## src/rtl/rom_fetch_pkg.sv

```systemverilog
// rom_fetch_pkg: shared types and default sizes for the ROM fetch controller.
//   state_e : controller states (fetch address/data, hold, halt, debug address/data)
//   ret_e   : state to resume after a debug read
// Debug states are only reachable when ROM_FETCH_DEBUG_EN is defined.
package rom_fetch_pkg;

    localparam int ADDR_W_DEF = 4;
    localparam int DATA_W_DEF = 8;

    typedef enum logic [2:0] {
        FETCH_A,
        FETCH_D,
        HOLD,
        HALT,
        DBG_A,
        DBG_D
    } state_e;

    typedef enum logic [1:0] {
        RET_FETCH,
        RET_HOLD,
        RET_HALT
    } ret_e;

endpackage

```

## src/rtl/rom_fetch_pc.sv

```systemverilog
// rom_fetch_pc: next-fetch program counter.
//   i_clk, i_rst   : clock, synchronous active-high reset (loads RESET_PC)
//   i_load         : decoder handshake; advance or jump
//   i_jump         : take i_jump_addr instead of i_pc+1 on load
//   i_jump_addr    : jump target
//   i_pc           : address of the instruction being accepted
//   o_pc_next      : next fetch address, already reflecting a load this cycle
module rom_fetch_pc
    import rom_fetch_pkg::*;
#(
    parameter int ADDR_W   = ADDR_W_DEF,
    parameter int RESET_PC = 0
) (
    input  logic              i_clk,
    input  logic              i_rst,
    input  logic              i_load,
    input  logic              i_jump,
    input  logic [ADDR_W-1:0] i_jump_addr,
    input  logic [ADDR_W-1:0] i_pc,
    output logic [ADDR_W-1:0] o_pc_next
);

    logic [ADDR_W-1:0] pc_q, pc_d;

    // Increment wraps naturally modulo 2^ADDR_W.
    always_comb begin
        pc_d = pc_q;
        if (i_load) pc_d = i_jump ? i_jump_addr : i_pc + ADDR_W'(1);
    end

    always_ff @(posedge i_clk) begin
        if (i_rst) pc_q <= ADDR_W'(RESET_PC);
        else       pc_q <= pc_d;
    end

    // Exposing the next value lets the ROM address register load it in the
    // same edge as the handshake.
    assign o_pc_next = pc_d;

endmodule

```

## src/rtl/rom_fetch_ctrl.sv

```systemverilog
// rom_fetch_ctrl: instruction-fetch sequencer and ROM arbiter.
//   i_clk, i_rst              : clock, synchronous active-high reset
//   o_rom_addr, o_rom_enable  : registered ROM address / output enable
//   i_rom_data                : ROM data bus (valid one cycle after address)
//   o_instr, o_pc, o_valid    : instruction register offered to the decoder
//   i_ready                   : decoder accepts o_instr
//   i_jump, i_jump_addr       : redirect next fetch (sampled on handshake)
//   i_halt, o_halted          : stop fetching after this instruction
//   i_dbg_req, i_dbg_addr     : debug read request (level) and address
//   o_dbg_ack, o_dbg_data     : one-cycle ack and held debug read word
// Build option ROM_FETCH_DEBUG_EN: enables the debug read path; otherwise the
// debug inputs are ignored and o_dbg_ack/o_dbg_data read 0.
module rom_fetch_ctrl
    import rom_fetch_pkg::*;
#(
    parameter int ADDR_W   = ADDR_W_DEF,
    parameter int DATA_W   = DATA_W_DEF,
    parameter int RESET_PC = 0
) (
    input  logic              i_clk,
    input  logic              i_rst,
    output logic [ADDR_W-1:0] o_rom_addr,
    output logic              o_rom_enable,
    input  logic [DATA_W-1:0] i_rom_data,
    output logic [DATA_W-1:0] o_instr,
    output logic [ADDR_W-1:0] o_pc,
    output logic              o_valid,
    input  logic              i_ready,
    input  logic              i_jump,
    input  logic [ADDR_W-1:0] i_jump_addr,
    input  logic              i_halt,
    output logic              o_halted,
    input  logic              i_dbg_req,
    input  logic [ADDR_W-1:0] i_dbg_addr,
    output logic              o_dbg_ack,
    output logic [DATA_W-1:0] o_dbg_data
);

    state_e            state_q, state_d;
    logic [ADDR_W-1:0] rom_addr_q, rom_addr_d;
    logic              rom_en_q, rom_en_d;
    logic [DATA_W-1:0] instr_q;
    logic [ADDR_W-1:0] pc_q;
    logic [ADDR_W-1:0] pc_next;
    logic              handshake;

    assign handshake = (state_q == HOLD) && i_ready;

    rom_fetch_pc #(
        .ADDR_W   (ADDR_W),
        .RESET_PC (RESET_PC)
    ) u_pc (
        .i_clk       (i_clk),
        .i_rst       (i_rst),
        .i_load      (handshake),
        .i_jump      (i_jump),
        .i_jump_addr (i_jump_addr),
        .i_pc        (pc_q),
        .o_pc_next   (pc_next)
    );

`ifdef ROM_FETCH_DEBUG_EN
    ret_e              ret_q, ret_d;
    logic              dbg_ack_q;
    logic [DATA_W-1:0] dbg_data_q;
    logic              dbg_ok;

    // Masking the request during ack keeps a held level from re-granting
    // before the requester has seen its data.
    assign dbg_ok = i_dbg_req && !dbg_ack_q;
`else
    logic unused_dbg;
    assign unused_dbg = ^{i_dbg_req, i_dbg_addr};
`endif

    always_comb begin
        state_d = state_q;
`ifdef ROM_FETCH_DEBUG_EN
        ret_d   = ret_q;
`endif
        case (state_q)
            FETCH_A: state_d = FETCH_D;
            FETCH_D: state_d = HOLD;
            HOLD: begin
                if (handshake) begin
                    if (i_halt) state_d = HALT;
`ifdef ROM_FETCH_DEBUG_EN
                    // Debug wins here, but always returns to a fetch.
                    else if (dbg_ok) begin
                        state_d = DBG_A;
                        ret_d   = RET_FETCH;
                    end
`endif
                    else state_d = FETCH_A;
                end
`ifdef ROM_FETCH_DEBUG_EN
                else if (dbg_ok) begin
                    state_d = DBG_A;
                    ret_d   = RET_HOLD;
                end
`endif
            end
            HALT: begin
`ifdef ROM_FETCH_DEBUG_EN
                if (dbg_ok) begin
                    state_d = DBG_A;
                    ret_d   = RET_HALT;
                end
`endif
            end
`ifdef ROM_FETCH_DEBUG_EN
            DBG_A: state_d = DBG_D;
            DBG_D: begin
                case (ret_q)
                    RET_HOLD: state_d = HOLD;
                    RET_HALT: state_d = HALT;
                    default:  state_d = FETCH_A;
                endcase
            end
`endif
            default: state_d = FETCH_A;
        endcase

        // Address and enable are registered off the next state so the ROM
        // sees them during the matching state.
        rom_addr_d = rom_addr_q;
        if (state_d == FETCH_A) rom_addr_d = pc_next;
`ifdef ROM_FETCH_DEBUG_EN
        if (state_d == DBG_A) rom_addr_d = i_dbg_addr;
`endif
        rom_en_d = (state_d == FETCH_D) || (state_d == DBG_D);
    end

    always_ff @(posedge i_clk) begin
        if (i_rst) begin
            state_q    <= FETCH_A;
            rom_addr_q <= ADDR_W'(RESET_PC);
            rom_en_q   <= 1'b0;
            instr_q    <= '0;
            pc_q       <= '0;
        end else begin
            state_q    <= state_d;
            rom_addr_q <= rom_addr_d;
            rom_en_q   <= rom_en_d;
            if (state_q == FETCH_D) begin
                instr_q <= i_rom_data;
                pc_q    <= rom_addr_q;
            end
        end
    end

`ifdef ROM_FETCH_DEBUG_EN
    always_ff @(posedge i_clk) begin
        if (i_rst) begin
            ret_q      <= RET_FETCH;
            dbg_ack_q  <= 1'b0;
            dbg_data_q <= '0;
        end else begin
            ret_q     <= ret_d;
            dbg_ack_q <= (state_q == DBG_D);
            if (state_q == DBG_D) dbg_data_q <= i_rom_data;
        end
    end

    assign o_dbg_ack  = dbg_ack_q;
    assign o_dbg_data = dbg_data_q;
`else
    assign o_dbg_ack  = 1'b0;
    assign o_dbg_data = '0;
`endif

    assign o_rom_addr   = rom_addr_q;
    assign o_rom_enable = rom_en_q;
    assign o_instr      = instr_q;
    assign o_pc         = pc_q;
    assign o_valid      = (state_q == HOLD);
    assign o_halted     = (state_q == HALT);

endmodule

```

## config.mk

```make
export PLATFORM = sky130hd
export DESIGN_NAME = rom_fetch_ctrl
export DESIGN_NICKNAME = d
export VERILOG_FILES = /design/src/rtl/rom_fetch_pkg.sv /design/src/rtl/rom_fetch_pc.sv /design/src/rtl/rom_fetch_ctrl.sv
export SDC_FILE = /design/constraint.sdc
export NUM_CORES = 1
export LEC_CHECK = 0
export CAP_MARGIN = 20
export CORE_ASPECT_RATIO = 1.5
export CORE_UTILIZATION = 35
export DETAILED_ROUTE_END_ITERATION = 8
export PLACE_DENSITY = 0.83
export RECOVER_POWER = 25
export SLEW_MARGIN = 30
export SYNTH_ARGS = -nofsm -noshare
export SYNTH_HDL_FRONTEND = slang
export SYNTH_HIERARCHICAL = 1
export SYNTH_SLANG_ARGS = --single-unit
```

## constraint.sdc

```tcl
create_clock -name i_clk -period 1.5 [get_ports i_clk]
set_input_delay 0.225 -clock i_clk [delete_from_list [all_inputs] [get_ports i_clk]]
set_output_delay 0.225 -clock i_clk [all_outputs]
set_load 0.01 [all_outputs]
```

==> impl_metrics.csv, run 1 <==
group,metric,value,unit
outcome,status,"finished clean",
pwr,ir_worst_vdd,0.000544,V
finish,stdcell_count,196,
route,vias_per_cell,4.61,
route,vias,904,
cts,insertion_delay,280,ps
finish,final_cell_mix,"32 x clkdlybuf4s50_1, 19 x dfxtp_1, 17 x mux2i_1",
timing,slew_viol_final,0,
route,wl_met1,925,um
cts,cts.clk_slew.worst_paths,90,ps
cts,tritoncts,"done",
finish,stdcell_area,1600,um^2
route,wl_met2,1.33,mm
finish,final_common_cell,"clkdlybuf4s50_1",
hold_path,min_to,"o_instr[4]",
floorplan,die_x,48.2,um
finish,antenna_cells,0,
route,top_layer,"met4",
floorplan,dieArea,3440,um^2
grt,first_global_vias,925,
yosys,syn_area,1120,um^2
route,dr.pass1.iters,3,
setup_path,cp-end-kind,"output pin",
setup_path,r2r_end,"o_rom_addr[3]",
cts,htreeDepth,1,
setup_path,cp_max_fo,4,
placement,placed_area,1530,um^2
cts,cts-hold-fix-buffers,0,
route,antenna_left,0,
placement,dp_cells,192,
finish,drive_gt1_share,16.6,%
placement,globalplace.congestion,0.741,
route,drt-total-wl,2.46,mm
floorplan,rows,24,
pwr,power.density,800,nW/um^2
yosys,synth_compound_area_share,6.69,%
route,drc_errors,0,
setup_path,reg2reg_setup_slack,110,ps
cts,cts_made_buffers,3,
placement,hpwlAfterDp,1.83,mm
yosys,ys_types,32,
grt,grt_pass1_wl,3.95,mm
floorplan,die_y,71.4,um
yosys,yosys_register_bits,24,
timing,hold_viol,0,
floorplan,initial_core_util,37.8,%
yosys,synth_simple_gate_area_share,20.0,%
timing,setup_viol,0,
finish,syn2layout_area_growth,42.1,%
yosys,netlist_instances,115,
grt,antenna_found_initial,0,
setup_path,crit_required,1270,ps
finish,nets,181,
setup_path,critical_path_buf_inv_count,1,
route,wl_per_cell,12.6,um
timing,fin_crit_sh,96.4,%
cts,clock_sinks,24,
yosys,avgSynthCellArea,9.76,um^2
hold_path,hold_class,"reg2reg",
timing,fmax,692,MHz
placement,portBuffers,35,
floorplan,core_area,2970,um^2
setup_path,crit_family,"buffers and inverters",
floorplan,io_pins,50,
yosys,yosys-mux-area-fraction,17.1,%
yosys,synth_top_family_by_area,"simple AND/OR/NAND/NOR gates",
yosys,ys_warn_count,6,
setup_path,startpoint_type,"flop",
timing,finalClockSkew,4.89,ps
setup_path,path_cells,"clkdlybuf4s50_1",
timing,fin_crit,1450,ps
route,drt_iter0_drc,27,
setup_path,worst_ep_arrival_time,1220,ps
yosys,seq_area_frac_synth,42.8,%
yosys,synth-xor-area-share,0.780,%
timing,fin_hold_ws,496,ps
yosys,synthAdderAreaFrac,1.11,%
cts,clk_path_buf_depth,2,
grt,grt_use_total,16.1,%
setup_path,max_stage_delay,560,ps
hold_path,min_from,"o_instr[4]",
cts,cts_root_buf,"clkbuf_8",
flow_run,maxCapViolCount,0,
grt,overflow,0,
setup_path,r2r_start,"state_q[1]",
hold_path,hold_depth,2,
setup_path,reg2regPathDepth,8,
pwr,p_leak,0.623,nW
grt,grt_max_degree,28,
timing,rsz0062_at_grt,"false",
setup_path,criticalPathCategory,"reg2out",
route,met3_length,136,um
setup_path,critPathSlowestCell,"clkdlybuf4s50_1",
==> report_power, final <==
part / switching (mW) / internal, mW
Clock: 0.215 / 0.235
Sequential: 0.00980 / 0.650
Combinational: 0.0709 / 0.0954
==> synthesized netlist by cell type (all sizes together) <==
cell type	count	area [um^2]
nor3	1	5.00
o21ai	1	5.00
and2	2	12.5
a21oi	5	28.8
a31o	1	8.76
buf	13	106
nor2	17	63.8
nor3b	3	33.8
mux2i	18	180
o21ba	1	10.0
dfxtp	24	480
conb	1	3.75
nand2	2	7.51
mux2	1	11.3
nor4	1	6.26
xnor2	1	8.76
nand3	3	15.0
a31oi	1	6.26
a211oi	1	7.51
nand2b	11	71.3
a2111oi	1	8.76
clkbuf	2	12.5
and3b	1	8.76
inv	2	7.51
ha	1	12.5
==> through the flow <==
step | utilization [%] | setup slack [ps] | setup TNS [ps] | total power, mW
final | 53.7 | 54.1 | 0 | 1.28
after global placement | 51.4 | -57.4 | -139 | 0.836
after global routing | 53.7 | 5.04 | 0 | 1.33
after floorplan | - | 8.73 | 0 | 0.773
after CTS | 53.2 | 13.3 | 0 | 1.29
after detailed placement | 51.4 | -117 | -259 | 0.843
==> cells by family after synthesis <==
family,Yosys count
and+or+nand+nor,41
AOI/OAI and AO/OA,11
muxes,19
xor gates and xnor gates,1
adders and majority gates,1
buffers and inverters,17
other,1
DFF,24
==> flip-flops by register name (all words and copies together), names as in the netlist <==
register	count
o_instr	8
o_pc	4
o_rom_addr	4
u_pc/pc_q	4
state_q	3
o_rom_enable	1
==> per-layer routing <==
layer  up-vias  track usage (%)
met5         -                0
met4         0             8.33
met3         5             3.02
met2        32             28.9
met1       419             15.9
li1        448                -
==> cell type report <==
cell class	instances	area, um^2
clock buffers	4	55.1
fillers	272	1380
inverters	2	7.51
multi-input cells	83	573
flip-flops and latches	24	489
well taps	39	48.8
repair buffers	44	422
==> worst max-delay path by stage <==
stage	startpoint	end	slack, ps	cells after the start
after floorplan	state_q[0]	o_rom_addr[2]	9	7
after global placement	i_jump	o_rom_addr[3]	-60	6
after detailed placement	i_jump	o_rom_addr[3]	-120	6
after CTS	o_pc[0]	o_pc[0]	10	1
after global routing	o_pc[1]	o_pc[1]	5	1
final	o_pc[1]	o_pc[1]	50	1
==> repair_timing <==
item,4_1_cts,5_1_grt
endpoints found under the hold margin,0,0
resized for setup,3,7
endpoints found under the setup margin,2,4
buffers inserted,0,0
No activity file was read; power rests on OpenSTA's default activity.
==> inputs of run 2 (changes only) <==
--- a/config.mk
+++ b/config.mk
@@ -9,8 +9,10 @@
 export CORE_ASPECT_RATIO = 1.5
 export CORE_UTILIZATION = 35
 export DETAILED_ROUTE_END_ITERATION = 8
-export PLACE_DENSITY = 0.83
+export GPL_TIMING_DRIVEN = 0
+export PLACE_DENSITY = 0.8
 export RECOVER_POWER = 25
+export SKIP_CTS_REPAIR_TIMING = 1
 export SLEW_MARGIN = 30
 export SYNTH_ARGS = -nofsm -noshare
 export SYNTH_HDL_FRONTEND = slang
==> constraint.sdc (replaced) <==
create_clock -name i_clk -period 1.65 [get_ports i_clk]
set_input_delay 0.2475 -clock i_clk [delete_from_list [all_inputs] [get_ports i_clk]]
set_output_delay 0.2475 -clock i_clk [all_outputs]
set_load 0.01 [all_outputs]
==> run 2 against run 1 <==
Compared with the run above:
- clock skew up 1.9 ps
- power down 15%
- utilization up 0.13 points
- sequential power down 8.9%
- critical path depth up 6
- combinational power down 8%
- worst hold slack worse by 170 ps
- global-route usage down 2.6 points
- register-to-register slack about the same
- non-clock buffer count up 5
- clock power down 26%
- design area up 0.24%
- largest power group unchanged
==> impl_metrics.csv, run 2 (synthesized netlist as in run 1, its figures left out) <==
group,metric,value,unit
cts,htreeDepth,1,
timing,finalClockSkew,6.77,ps
cts,cts_root_buf,"clkbuf_8",
route,drt_iter0_drc,15,
route,drc_errors,0,
finish,final_cell_mix,"31 x clkdlybuf4s50_1, 22 x dfxtp_1, 18 x mux2i_1",
timing,fin_crit,1530,ps
grt,use_met3,1.76,%
floorplan,core_area,2970,um^2
setup_path,crit_required,1800,ps
pwr,p_sw,240,uW
hold_path,hold_class,"in2reg",
finish,drive_gt1_share,15.5,%
finish,syn2layout_area_growth,42.5,%
placement,hpwlAfterDp,1.72,mm
timing,fmax,653,MHz
setup_path,worst_ep_arrival_time,1680,ps
flow_run,maxCapViolCount,0,
route,wl_per_cell,11.2,um
grt,grt_pass1_wl,3.45,mm
cts,cts.clk_slew.worst_paths,80,ps
pwr,p_leak,0.653,nW
finish,multi_input_area,552,um^2
finish,final_common_cell,"clkdlybuf4s50_1",
pwr,ir_worst_vdd,0.000522,V
floorplan,rows,24,
timing,fin_crit_sh,92.8,%
placement,globalplace.congestion,0.754,
placement,dp_cells,197,
floorplan,dieArea,3440,um^2
cts,clk_path_buf_depth,2,
floorplan,initial_core_util,37.8,%
grt,grt_busiest_layer,"met2",
route,vias,911,
pwr,internal-power,846,uW
pwr,power.density,679,nW/um^2
setup_path,criticalPathCategory,"reg2reg",
finish,register_area,485,um^2
outcome,status,"finished clean",
setup_path,cp-end-kind,"flop",
pwr,p_seq_share,55.4,%
route,dr.pass1.iters,4,
grt,antenna_found_initial,0,
grt,use_met1,15.3,%
floorplan,die_x,48.2,um
pwr,switching_share,22.1,%
cts,cts_made_buffers,3,
cts,clock_sinks,24,
pwr,clockPowerShare,30.7,%
placement,portBuffers,34,
grt,first_global_vias,846,
timing,rsz0062_at_grt,"false",
grt,overflow,0,
finish,stdcell_count,200,
finish,n_fill_cell,269,
grt,grt_max_degree,13,
pwr,pwr-share-comb,14.0,%
timing,hold_viol,0,
route,drt-total-wl,2.25,mm
finish,nets,186,
timing,setup_viol,0,
route,vias_per_cell,4.56,
route,antenna_left,0,
cts,tritoncts,"done",
setup_path,startpoint_type,"flop",
finish,final_core_util,53.8,%
finish,antenna_cells,0,
timing,slew_viol_final,0,
floorplan,die_y,71.4,um
grt,gr-usage-met2,24.3,%
finish,largest_register_ffs,8,
setup_path,cp_max_fo,10,
cts,insertion_delay,260,ps
floorplan,io_pins,50,
grt,grt_use_total,13.4,%
==> run 2: worst paths after layout <==
kind	start	to	slack, ps	cells past startpoint
max	state_q[0]	o_rom_addr[2]	120	7
min reg2reg	state_q[0]	o_rom_enable	470	1
min	i_jump	u_pc/pc_q[3]	320	3
max reg2reg	state_q[0]	o_rom_addr[2]	120	7
==> run 2: per-layer routing <==
layer / wire (um) / up-vias
li1: - / 462
met1: 898 / 411
met2: 1200 / 36
met3: 133 / 2
met4: 14 / 0
met5: 0 / -
==> run 2: metrics by stage <==
step / setup TNS (ps) / hold slack [ps] / power (mW) / area (um^2) / setup slack, ps
2_1_floorplan: 0 / 317 / 0.701 / 1160 / 25.8
3_3_place_gp: -24.6 / 472 / 0.764 / 1550 / -24.6
3_5_place_dp: -51.6 / 484 / 0.767 / 1550 / -51.6
4_1_cts: -247 / 319 / 1.10 / 1590 / -133
5_1_grt: 0 / 339 / 1.13 / 1600 / 27.2
6_report: 0 / 323 / 1.09 / 1600 / 120
==> run 2: critical path: stages (launching register included) <==
cell	delay (ps)
dfxtp_2	340
nand2b_2	190
nor2_1	130
and2_4	170
buf_6	130
mux2_2	330
nand2b_1	70
mux2i_1	60
==> run 2: power groups by stage <==
stage	sequential, mW	combinational, mW	clock, mW
2_1_floorplan	0.618	0.0823	0
3_3_place_gp	0.615	0.149	0
3_5_place_dp	0.615	0.152	0
4_1_cts	0.602	0.153	0.341
5_1_grt	0.603	0.166	0.359
6_report	0.601	0.152	0.333
==> run 2: area by class of cell <==
cell class	count	area share [%]
Buffer	15	7.59
Clock buffer	3	2.58
Tap cell	39	3.05
Timing Repair Buffer	34	21.4
Inverter	2	0.469
Sequential cell	24	30.4
Multi-Input combinational cell	83	34.5
